===== config.mk =====
export PLATFORM = sky130hd
export DESIGN_NAME = pipe_if_stage
export DESIGN_NICKNAME = d
export VERILOG_FILES = /design/src/rtl/pipe_pkg.sv /design/src/rtl/pipe_ifid_reg.sv /design/src/rtl/pipe_if_stage.sv
export SDC_FILE = /design/constraint.sdc
export NUM_CORES = 1
export LEC_CHECK = 0
export ABC_AREA = 0
export BUFFER_PORTS_ARGS = -buffer_cell sky130_fd_sc_hd__buf_2
export CAP_MARGIN = 20
export CELL_PAD_IN_SITES_DETAIL_PLACEMENT = 1
export CELL_PAD_IN_SITES_GLOBAL_PLACEMENT = 1
export CORE_UTILIZATION = 40
export CTS_CLUSTER_DIAMETER = 200
export CTS_CLUSTER_SIZE = 14
export DETAILED_ROUTE_END_ITERATION = 16
export GPL_TIMING_DRIVEN = 0
export PLACE_DENSITY = 0.9
export SLEW_MARGIN = 20
export SYNTH_ARGS = -nofsm -noshare
export SYNTH_HDL_FRONTEND = slang
export SYNTH_SLANG_ARGS = --single-unit

===== constraint.sdc =====
create_clock -name clock -period 3.2 [get_ports clock]
set_clock_uncertainty 0.2 [all_clocks]
set_input_delay 0 -clock clock [delete_from_list [all_inputs] [get_ports clock]]
set_output_delay 0 -clock clock [all_outputs]
set_load 0.02 [all_outputs]

===== src/rtl/pipe_pkg.sv =====
// Shared definitions for the MIPS pipeline: PC-source encodings, IF state
// encoding, the bubble instruction word and the reset PC.
package pipe_pkg;

   localparam logic [1:0] PCSRC_SEQ = 2'b00;
   localparam logic [1:0] PCSRC_BR  = 2'b01;
   localparam logic [1:0] PCSRC_JR  = 2'b10;
   localparam logic [1:0] PCSRC_J   = 2'b11;

   typedef enum logic [1:0] {
      IF_IDLE  = 2'd0,
      IF_FETCH = 2'd1,
      IF_HOLD  = 2'd2
   } if_state_e;

   localparam logic [31:0] NOP_INST         = 32'h0000_0000;
   localparam logic [31:0] RESET_PC_DEFAULT = 32'h0000_0000;

   function automatic logic [31:0] pc_plus4(input logic [31:0] pc);
      return pc + 32'd4;
   endfunction

endpackage


===== src/rtl/pipe_ifid_reg.sv =====
// IF/ID pipeline register: load a fetched word, insert a bubble, or hold.
// load has priority over bubble; neither means hold.
module pipe_ifid_reg
   import pipe_pkg::*;
(
   input  logic        clock,
   input  logic        resetn,
   input  logic        load,
   input  logic        bubble,
   input  logic [31:0] new_inst,
   input  logic [31:0] new_pc4,
   output logic [31:0] d_inst,
   output logic [31:0] d_pc4,
   output logic        d_valid
);

   // A bubble clears the instruction and valid bit but keeps d_pc4.
   always_ff @(posedge clock or negedge resetn) begin
      if (!resetn) begin
         d_inst  <= NOP_INST;
         d_pc4   <= 32'h0000_0000;
         d_valid <= 1'b0;
      end else if (load) begin
         d_inst  <= new_inst;
         d_pc4   <= new_pc4;
         d_valid <= 1'b1;
      end else if (bubble) begin
         d_inst  <= NOP_INST;
         d_valid <= 1'b0;
      end else begin
         d_inst  <= d_inst;
         d_pc4   <= d_pc4;
         d_valid <= d_valid;
      end
   end

endmodule


===== src/rtl/pipe_if_stage.sv =====
// Instruction-fetch stage: owns the PC, runs the imem req/ready handshake
// and feeds the IF/ID register, honouring the single branch delay slot.
module pipe_if_stage
   import pipe_pkg::*;
#(
   parameter logic [31:0] RESET_PC = RESET_PC_DEFAULT,
   parameter int          IMEM_AW  = 32
) (
   input  logic               clock,
   input  logic               resetn,
   input  logic               nostall,
   input  logic [1:0]         pcsource,
   input  logic [31:0]        bpc,
   input  logic [31:0]        rpc,
   input  logic [31:0]        jpc,
   output logic               imem_req,
   output logic [IMEM_AW-1:0] imem_addr,
   input  logic               imem_ready,
   input  logic [31:0]        imem_rdata,
   output logic [31:0]        d_inst,
   output logic [31:0]        d_pc4,
   output logic               d_valid
);

   if_state_e   state_r;
   logic [31:0] pc_r;
   logic [31:0] hold_inst_r;
   logic [31:0] redir_pc_r;
   logic        redir_pend_r;

   logic        accept_s;
   logic        park_s;
   logic        redirect_s;
   logic [31:0] word_s;
   logic [31:0] target_s;
   logic [31:0] npc_s;
   logic [31:0] pc4_s;

   assign imem_addr = pc_r;
   assign pc4_s     = pc_plus4(pc_r);

   // Accept/park decode, redirect target and next-PC selection.
   always_comb begin
      accept_s = 1'b0;
      park_s   = 1'b0;
      word_s   = imem_rdata;
      target_s = bpc;
      npc_s    = pc4_s;

      case (pcsource)
         PCSRC_BR: target_s = bpc;
         PCSRC_JR: target_s = rpc;
         PCSRC_J:  target_s = jpc;
         default:  target_s = bpc;
      endcase

      redirect_s = d_valid & nostall & (pcsource != PCSRC_SEQ);

      case (state_r)
         IF_FETCH: begin
            accept_s = imem_ready & nostall;
            park_s   = imem_ready & ~nostall;
            word_s   = imem_rdata;
         end
         IF_HOLD: begin
            accept_s = nostall;
            park_s   = 1'b0;
            word_s   = hold_inst_r;
         end
         default: begin
            accept_s = 1'b0;
            park_s   = 1'b0;
            word_s   = imem_rdata;
         end
      endcase

      // The word accepted now is the delay slot, so the target follows it.
      if (redirect_s) begin
         npc_s = target_s;
      end else if (redir_pend_r) begin
         npc_s = redir_pc_r;
      end else begin
         npc_s = pc4_s;
      end
   end

   // Fetch FSM with registered request, PC, parked word and pending redirect.
   always_ff @(posedge clock or negedge resetn) begin
      if (!resetn) begin
         state_r      <= IF_IDLE;
         imem_req     <= 1'b0;
         pc_r         <= RESET_PC;
         hold_inst_r  <= 32'h0000_0000;
         redir_pc_r   <= 32'h0000_0000;
         redir_pend_r <= 1'b0;
      end else begin
         case (state_r)
            IF_IDLE: begin
               state_r  <= IF_FETCH;
               imem_req <= 1'b1;
            end
            IF_FETCH: begin
               if (accept_s) begin
                  pc_r <= npc_s;
               end else if (park_s) begin
                  hold_inst_r <= imem_rdata;
                  state_r     <= IF_HOLD;
                  imem_req    <= 1'b0;
               end else begin
                  pc_r <= pc_r;
               end
            end
            IF_HOLD: begin
               if (accept_s) begin
                  pc_r     <= npc_s;
                  state_r  <= IF_FETCH;
                  imem_req <= 1'b1;
               end else begin
                  state_r <= IF_HOLD;
               end
            end
            default: begin
               state_r  <= IF_IDLE;
               imem_req <= 1'b0;
            end
         endcase

         if (accept_s) begin
            redir_pend_r <= 1'b0;
         end else if (redirect_s) begin
            redir_pend_r <= 1'b1;
            redir_pc_r   <= target_s;
         end else begin
            redir_pend_r <= redir_pend_r;
         end
      end
   end

   pipe_ifid_reg u_ifid (
      .clock    (clock),
      .resetn   (resetn),
      .load     (accept_s),
      .bubble   (nostall & ~accept_s),
      .new_inst (word_s),
      .new_pc4  (pc4_s),
      .d_inst   (d_inst),
      .d_pc4    (d_pc4),
      .d_valid  (d_valid)
   );

endmodule

==> results of run 1 <==
-- state kept, by name, summed over array words and instances (netlist names), 2 cells and up --
register,count
state_r,2
hold_inst_r,32
u_ifid.d_pc4,32
redir_pc_r,32
imem_addr,32
u_ifid.d_inst,32
-- final timing paths --
check                                  from                end  slack (ns)  depth (start not counted)
hold / removal                      jpc[18]      imem_addr[18]        0.04                          5
max in group asynchronous            resetn      imem_addr[10]        1.68                          5
setup / recovery                 state_r[0]      imem_addr[22]        0.15                          9
min in group asynchronous            resetn  u_ifid.d_inst[12]        0.47                          4
setup reg to reg                 state_r[0]      imem_addr[22]        0.15                          9
hold reg to reg            u_ifid.d_pc4[10]   u_ifid.d_pc4[10]        0.27                          2
-- logic make-up (layout without fill, tap and decap cells) --
logic type | count (synthesis) | in the layout | synth area share, %
flip-flops | 165 | 165 | 47.9
AND/OR/NAND/NOR | 237 | 237 | 13.6
buffers and inverters | 113 | 478 | 5.18
adder cells (fa/ha/maj) | 5 | 5 | 0.726
multiplexers | 111 | 111 | 13.6
XOR/XNOR | 25 | 25 | 2.54
AO/OA/AOI/OAI | 233 | 233 | 16.5
-- power breakdown --
group          total (mW)  switching (mW)  internal (mW)
sequential           3.83           0.838           2.99
clock                2.18           0.888           1.29
combinational        4.62            2.86           1.76
-- repair_timing --
| item | 4_1_cts | 5_1_grt |
|---|---|---|
| hold buffers | 103 | 0 |
| resized for setup | 2 | 12 |
| setup endpoints to repair | 10 | 63 |
| hold endpoints to repair | 219 | 0 |
-- cell type report --
type | count | area (sq um) | share of cell area (%)
plain buffers | 67 | 284 | 2.40
flip-flops and latches | 165 | 4130 | 34.9
well taps | 275 | 344 | 2.90
clock inverters | 12 | 153 | 1.29
repair buffers | 333 | 2250 | 19.0
inverters | 46 | 173 | 1.46
clock buffers | 20 | 467 | 3.94
multi-input cells | 611 | 4040 | 34.1
-- critical path, stage by stage (launching register included) --
cell and delay (ns):
dfrtp_1 0.42, inv_1 0.12, ha_1 0.15, clkbuf_1 0.42
a21o_1 0.17, nor2b_1 0.13, clkbuf_1 0.43, clkbuf_2 0.37
buf_2 0.37, a2bb2oi_1 0.14
-- synth_stat cells (3+ instances only) --
master	instances	area, sq um
a211oi_1	3	22.5
a21o_1	7	52.6
a21oi_1	37	185
a22o_1	5	43.8
a2bb2oi_1	6	52.6
a31o_2	3	26.3
and2_1	3	18.8
and3_1	12	75.1
and4_1	3	26.3
buf_1	10	37.5
buf_2	10	50.1
clkbuf_1	43	161
dfrtp_1	165	4130
ha_1	5	62.6
inv_1	46	173
mux2_2	46	518
mux2i_1	65	651
nand2_1	112	420
nand2b_1	3	18.8
nand3_1	20	100
nand4_1	15	93.8
nor2_1	28	105
nor3_1	13	65.1
o211a_1	4	40.0
o211ai_1	4	30.0
o21a_1	6	45.0
o21ai_0	95	475
o221ai_1	4	35.0
o22a_1	3	26.3
o22ai_1	37	231
o2bb2ai_1	5	43.8
o31ai_1	5	37.5
or3_1	12	75.1
xnor2_1	13	114
xor2_1	12	105
-- routing by layer --
| metal | up-vias | wire length, microns | track usage (%) |
|---|---|---|---|
| li1 | 3877 | - | - |
| met1 | 4347 | 13300 | 35.6 |
| met2 | 424 | 17600 | 57.1 |
| met3 | 91 | 2320 | 6.33 |
| met4 | 0 | 1120 | 12.8 |
| met5 | - | 0 | 0 |
-- through the flow --
stage | cell area, sq um | setup WS [ns] | util, %
finish | 11800 | 0.146 | 56.2
global route | 11800 | 0.00611 | 56.2
CTS | 11800 | 0.0148 | 56.1
detailed placement | 10200 | -0.225 | 48.2
global placement | 10100 | -0.662 | 47.9
floorplan | 8620 | 0.768 | -
==> results.toml, run 1 <==
[placed_design]
port_buffers = 228
placed_cells = 1394
gp_congestion = 0.898
dp_hpwl_mm = 22.7

[cts]
clock_sinks = 165
clkTransAtPathRegs_ns = 0.07
cts_setup_buffers = 0
clkLatencyLatePin_ns = 0.43
cts_buffers = 17
h-tree-depth = 4
root_buffer = "clkbuf_16"
cts_tree = "built"
clockBufferDepth = 2

[logic_synthesis]
avgSynthCellArea_sq_um = 9.70
synthArstFlopShare_pct = 100
synthCells = 889
syn_area_sq_um = 8620
synth_cell_types = 58
synth-main-ff-cell = "dfrtp_1"
synth_nets = 1028
yosysWarnings = 0
synth_edf_count = 0
yosysSeqAreaShare_pct = 47.9
synth-seq-cells = 165

[power]
p_leak_nw = 5.59
vdd_ir_drop_max_uv = 367
total_power_mw = 10.6
p_per_area_nw_per_um2 = 897

[floorplan]
die_y_microns = 149
dieArea_sq_um = 22100
die_w_microns = 149
num_rows = 53
coreArea_sq_um = 21100
pin_count = 232
initial_core_util_pct = 40.9

[route]
drtPass1Iterations = 5
routedWlPerCell_microns = 22.4
drcViolationCount = 0
drt-total-wl_mm = 34.3
vias = 8739
vias_per_cell = 5.72
drtIter0Drc = 496
ant_nets = 0

[sta]
final.setup.tns_ns = 0
post-route-period-util_pct = 95.5
max_freq_mhz = 327
tightest_slew_ns = 0.886
hold_violations = 0
rsz0062_at_grt = "false"
setup_viol = 0
finalCriticalPeriod_ns = 3.05
relSlewSlack_pct = 40.7
final-max-slew-violation-count = 0
hold_ws_ns = 0.0382

[final_layout]
fillerInstances = 2437
n_antenna_cell = 0
fin_nets = 1380
area_delta_synth_final_pct = 37.5
drive_gt1_share_pct = 27.3
mostFrequentLayoutCells = "buf_2 (238), dfrtp_1 (165), nand2_1 (112), dlygate4sd3_1 (102), o21ai_0 (95)"
final_common_cell = "buf_2"
fin_cells = 1529

[global_route]
grt_pass1_vias = 9489
antenna_found_initial = 0
track_usage_pct = 31.3
grt_overflow = 0
grt_first_pass_wirelength_mm = 52.8
grt_max_degree = 64

[setup_path]
cp-end-kind = "flip-flop"
crit_arrival_ns = 3.14
worst-setup-path-type = "flip-flop to flip-flop"
critPathLaunchType = "flip-flop"
required_ns = 3.29
cp_max_fo = 10

[min_path]
worstHoldPathType = "input pin to flip-flop"

[flow_run]
cap_viol_max_count = 0

[outcome]
outcome = "complete, no violations"
Power figures use the tool's default switching activity.
==> inputs of run 2 (changes only) <==
Settings changed: ABC_AREA 0 to 1, CORE_UTILIZATION 40 to 37.
==> run 2 against run 1 <==
Net effect: design area decreased by 0.70%; non-clock buffer count is 2 higher; via count rose by 12%; clock power shrank 6%; first-iteration DRC count grew 2.2%; routed wire length rose by 7.4%; synthesized area is 1.0% lower; worst hold slack better by 0.014 ns; die area is 6.9% higher.
==> results.toml, run 2 <==
[logic_synthesis]
post-synth-top-count-cell = "nand2_1"
synthTopCellsByArea = "dfrtp_1 (48%), nand2_1 (23%), o21ai_0 (6.9%)"
yosysTopAreaCellShare_pct = 48.4
synth-seq-cells = 165
yosysSeqAreaShare_pct = 48.4
yosysWarnings = 0
synth_nets = 1333
synth_cell_types = 28
avgSynthCellArea_sq_um = 7.15
synthCells = 1194
synth_edf_count = 0
synth_area_leader_cell = "dfrtp_1"
synthArstFlopShare_pct = 100
synth-main-ff-cell = "dfrtp_1"
syn_area_sq_um = 8530
synth_commonest_cells = "nand2_1 (532), dfrtp_1 (165), o21ai_0 (118)"

[power]
p_per_area_nw_per_um2 = 882
p_leak_nw = 6.23
total_power_mw = 10.4
vdd_ir_drop_max_uv = 415

[setup_path]
required_ns = 3.28
worst-setup-path-type = "flip-flop to flip-flop"
cp-end-kind = "flip-flop"
critPathLaunchType = "flip-flop"
crit_arrival_ns = 2.69
cp_max_fo = 10

[final_layout]
fillerInstances = 2878
final_common_cell = "nand2_1"
multi_input_area_sq_um = 3890
regArea_sq_um = 4130
mostFrequentLayoutCells = "nand2_1 (532), buf_2 (246), dfrtp_1 (165), o21ai_0 (118), dlygate4sd3_1 (106)"
fin_nets = 1692
area_delta_synth_final_pct = 37.9
drive_gt1_share_pct = 19.1

[global_route]
track_usage_pct = 31.8
grt_first_pass_wirelength_mm = 57.8
grt_overflow = 0
grt_max_degree = 73
antenna_found_initial = 6
grt_pass1_vias = 10507

[sta]
tightest_slew_ns = 0.660
hold_violations = 0
final-max-slew-violation-count = 0
finalCriticalPeriod_ns = 2.61
post-route-period-util_pct = 81.6
setup_viol = 0
finalWorstSetupSlack_ns = 0.589
max_freq_mhz = 383
relSlewSlack_pct = 56.0
rsz0062_at_grt = "false"

[placed_design]
dp_hpwl_mm = 24.0
dp_slack_ns = 0.724
port_buffers = 231
gp_congestion = 0.903

[cts]
clkTransAtPathRegs_ns = 0.07
clock_sinks = 165
cts_buffers = 17
root_buffer = "clkbuf_16"
clockBufferDepth = 2
h-tree-depth = 4
cts_tree = "built"
cts_setup_buffers = 0
clkLatencyLatePin_ns = 0.44

[route]
routedWlPerCell_microns = 19.8
drtPass1Iterations = 5
ant_nets = 0
vias_per_cell = 5.27
drcViolationCount = 0
drtIter0Drc = 507
vias = 9778
drt-total-wl_mm = 36.8

[flow_run]
cap_viol_max_count = 0

[floorplan]
initial_core_util_pct = 37.7
die_w_microns = 154
pin_count = 232
dieArea_sq_um = 23700
coreArea_sq_um = 22600
num_rows = 55
die_y_microns = 154

[min_path]
worstHoldPathType = "input pin to flip-flop"

[outcome]
outcome = "complete, no violations"
-- run 2: critical path: stages, from the launching register on --
cell and delay [ns]:
dfrtp_1 0.43, inv_1 0.11, ha_1 0.26, a21oi_1 0.22, nor2_2 0.11, inv_2 0.13
buf_2 0.28, clkbuf_1 0.55, o21ai_0 0.17
-- run 2: area by class of cell --
cell class                      instances  area share (%)
Buffer                                 62            2.21
Sequential cell                       165            35.1
Clock buffer                           17            3.62
Timing Repair Buffer                  340            19.6
Inverter                               66            2.11
Clock inverter                         15            1.14
Tap cell                              285            3.03
Antenna cell                            6           0.128
Multi-Input combinational cell        901            33.1
-- run 2: through the flow --
stage                     utilization, %  cells  area [sq um]  hold WS, ns  setup TNS (ns)
final                               52.0   1857         11800       0.0520               0
after global routing                52.0   1856         11800       0.0577               0
after CTS                           51.9   1851         11800       0.0111               0
after detailed placement            44.7   1712         10100       -0.325               0
after global placement              44.4   1710         10000       0.0404         -116.70
after floorplan                        -   1194          8530       -0.496               0
-- run 2: kinds of logic (layout without fill, tap and decap cells) --
logic type | after synthesis | in the layout | share of synthesized area (%)
other | 0 | 6 | 0
XOR/XNOR | 14 | 14 | 1.44
adder cells (fa/ha/maj) | 5 | 5 | 0.733
flip-flops | 165 | 165 | 48.4
AO/OA/AOI/OAI | 173 | 173 | 10.5
buffers and inverters | 128 | 500 | 5.95
AND/OR/NAND/NOR | 709 | 709 | 32.9
-- run 2: final timing paths --
kind / start / end / slack (ns) / depth (start not counted)
max reg2reg: state_r[0] / u_ifid.d_inst[30] / 0.59 / 8
min reg2reg: u_ifid.d_pc4[0] / u_ifid.d_pc4[0] / 0.27 / 2
max in group asynchronous: resetn / hold_inst_r[24] / 1.64 / 5
max: state_r[0] / u_ifid.d_inst[30] / 0.59 / 8
min: pcsource[0] / redir_pend_r / 0.05 / 5
min in group asynchronous: resetn / u_ifid.d_pc4[22] / 0.41 / 4
-- run 2: where the power goes --
part	leakage [nW]	switching [mW]	internal [mW]
Combinational	3.84	3.04	1.52
Sequential	2.11	0.793	2.99
Clock	0.281	1.01	1.03
Total	6.23	4.84	5.54
-- run 2: layer usage --
| layer | part of all wire (%) | global-route usage (%) | vias up |
|---|---|---|---|
| li1 | - | - | 4493 |
| met1 | 40 | 37.7 | 4787 |
| met2 | 50 | 55.1 | 391 |
| met3 | 6.2 | 6.76 | 107 |
| met4 | 3.8 | 14.9 | 0 |
| met5 | 0 | 0 | - |
-- run 2: timing repair --
action                    CTS  global route
resized for setup           0             0
hold buffers              107             0
hold endpoints to repair  295             0
==> inputs of run 3 (changes only) <==
Clock period 3.2 ns to 2.5 ns, I/O delays scaled along.
==> run 3 against run 2 <==
Net effect: worst hold slack worse by 0.0037 ns; core utilization hardly changed; fmax is 8.0% higher; sequential share of layout area hardly changed; non-clock buffer count is 2 lower; worst setup slack worse by 0.51 ns; die area stayed put; clock power is 28% higher; combinational power is 28% higher; design area hardly changed; register-to-register slack worse by 0.51 ns; routed wire length is 1.0% lower; critical endpoint is now u_ifid.d_inst[25]; highest routed layer is now met5.
==> results.toml, run 3 (synthesis gave the netlist of run 2 again) <==
[cts]
h-tree-depth = 4
clkTransAtPathRegs_ns = 0.07
cts_buffers = 17
clkLatencyLatePin_ns = 0.44
clock_sinks = 165
cts_setup_buffers = 0
clockBufferDepth = 2
root_buffer = "clkbuf_16"
cts_tree = "built"

[route]
vias_per_cell = 5.27
drtPass1Iterations = 5
drt-total-wl_mm = 36.4
routed.top_layer = "met5"
drtIter0Drc = 518
drcViolationCount = 0
wl_met2_mm = 18.3
vias = 9786
wl_met3_mm = 2.23
ant_nets = 0
routedWlPerCell_microns = 19.6
met1Wirelength_mm = 14.5

[sta]
rsz0062_at_grt = "true"
max_freq_mhz = 414
tightest_slew_ns = 0.627
hold_violations = 0
relSlewSlack_pct = 58.2
final.setup.tns_ns = 0
final-max-slew-violation-count = 0
finalCriticalPeriod_ns = 2.42
post-route-period-util_pct = 96.7
setup_viol = 0

[final_layout]
final_util_pct = 51.9
regArea_sq_um = 4130
area_delta_synth_final_pct = 37.8
fin_nets = 1690
mostFrequentLayoutCells = "nand2_1 (532), buf_2 (246), dfrtp_1 (165), o21ai_0 (118), dlygate4sd3_1 (104)"
multi_input_area_sq_um = 3900
design_area_sq_um = 11800
fillerInstances = 2881
drive_gt1_share_pct = 19.6
fin_cells = 1856
final_common_cell = "nand2_1"

[setup_path]
worst-setup-path-type = "flip-flop to flip-flop"
required_ns = 2.60
cp-end-kind = "flip-flop"
cp_max_fo = 10
crit_arrival_ns = 2.52
critPathLaunchType = "flip-flop"

[power]
pwr-share-seq_pct = 36.5
p_int_mw = 7.08
netSwitchingFraction_pct = 46.5
total_power_mw = 13.2
p_sw_mw = 6.16
clkPwrFrac_pct = 19.7
p_leak_nw = 6.24
comb_power_share_pct = 43.8
p_per_area_nw_per_um2 = 1130
vdd_ir_drop_max_uv = 531

[global_route]
grt_first_pass_wirelength_mm = 57.2
grt_pass1_vias = 10441
grt_overflow = 0
track_usage_pct = 31.4
grt_max_degree = 73
antenna_found_initial = 9

[floorplan]
die_w_microns = 154
coreArea_sq_um = 22600
pin_count = 232
initial_core_util_pct = 37.7
dieArea_sq_um = 23700
num_rows = 55
die_y_microns = 154

[flow_run]
cap_viol_max_count = 0

[placed_design]
gp_congestion = 0.903
placed_cells = 1712
port_buffers = 231
dpl-instance-area_sq_um = 10100
dp_hpwl_mm = 24.0

[outcome]
outcome = "complete, no violations"

[min_path]
worstHoldPathType = "input pin to flip-flop"
==> run 3: cell count changes in the layout (fill, tap and decap cells not counted) <==
cell | previous run | this run
nand3_1 | 58 | 57
buf_1 | 4 | 3
diode_2 | 6 | 7
clkbuf_2 | 0 | 6
clkbuf_1 | 40 | 35
dlygate4sd3_1 | 106 | 104
nand3_2 | 0 | 1
==> run 3: power groups by stage <==
| stage | sequential [mW] | clock, mW | combinational, mW |
|---|---|---|---|
| after detailed placement | 4.80 | 0 | 5.42 |
| after floorplan | 5.35 | 0 | 2.71 |
| after CTS | 4.77 | 2.61 | 5.67 |
| final | 4.83 | 2.61 | 5.81 |
| after global routing | 4.97 | 2.73 | 6.41 |
| after global placement | 4.74 | 0 | 5.16 |
==> run 3: path summary, 6_finish.rpt <==
kind,cells past startpoint,start,slack [ns],to
worst min-delay path,5,pcsource[0],0.05,redir_pend_r
min in group asynchronous,4,resetn,0.41,u_ifid.d_pc4[22]
worst min register to register,2,u_ifid.d_pc4[0],0.27,u_ifid.d_pc4[0]
worst max-delay path,8,state_r[0],0.08,u_ifid.d_inst[25]
max in group asynchronous,5,resetn,0.96,hold_inst_r[24]
worst max register to register,8,state_r[0],0.08,u_ifid.d_inst[25]
==> run 3: layer usage <==
metal	up-vias	GRT usage, %
met5	-	0
met4	4	14.0
met3	107	6.54
met2	391	54.6
met1	4790	37.5
li1	4494	-
==> run 3: timing repair <==
| item | CTS | global route |
|---|---|---|
| hold endpoints to repair | 295 | 0 |
| gates resized for setup | 1 | 10 |
| hold buffers | 105 | 0 |
| endpoints found under the setup margin | 3 | 24 |
==> run 3: layout make-up <==
cell class / instances / area share [%]
flip-flops and latches: 165 / 35.1
multi-input cells: 901 / 33.2
repair buffers: 338 / 19.4
clock buffers: 17 / 3.62
well taps: 285 / 3.03
plain buffers: 62 / 2.28
inverters: 66 / 2.11
clock inverters: 15 / 1.14
diodes: 7 / 0.149
==> run 3: stage by stage <==
| step | hold slack, ns | setup WS (ns) |
|---|---|---|
| 2_1_floorplan | -0.496 | 0.611 |
| 3_3_place_gp | 0.0404 | -1.42 |
| 3_5_place_dp | -0.325 | 0.0241 |
| 4_1_cts | 0.0111 | 0.00836 |
| 5_1_grt | 0.0596 | -0.0393 |
| 6_report | 0.0483 | 0.0817 |
==> run 3: worst max-delay path, stage by stage (launching register included) <==
cell      delay, ns
dfrtp_1        0.43
inv_1          0.11
ha_1           0.26
inv_1          0.10
clkbuf_1       0.41
clkbuf_1       0.43
nand2_1        0.12
o21ai_0        0.10
o21ai_0        0.12
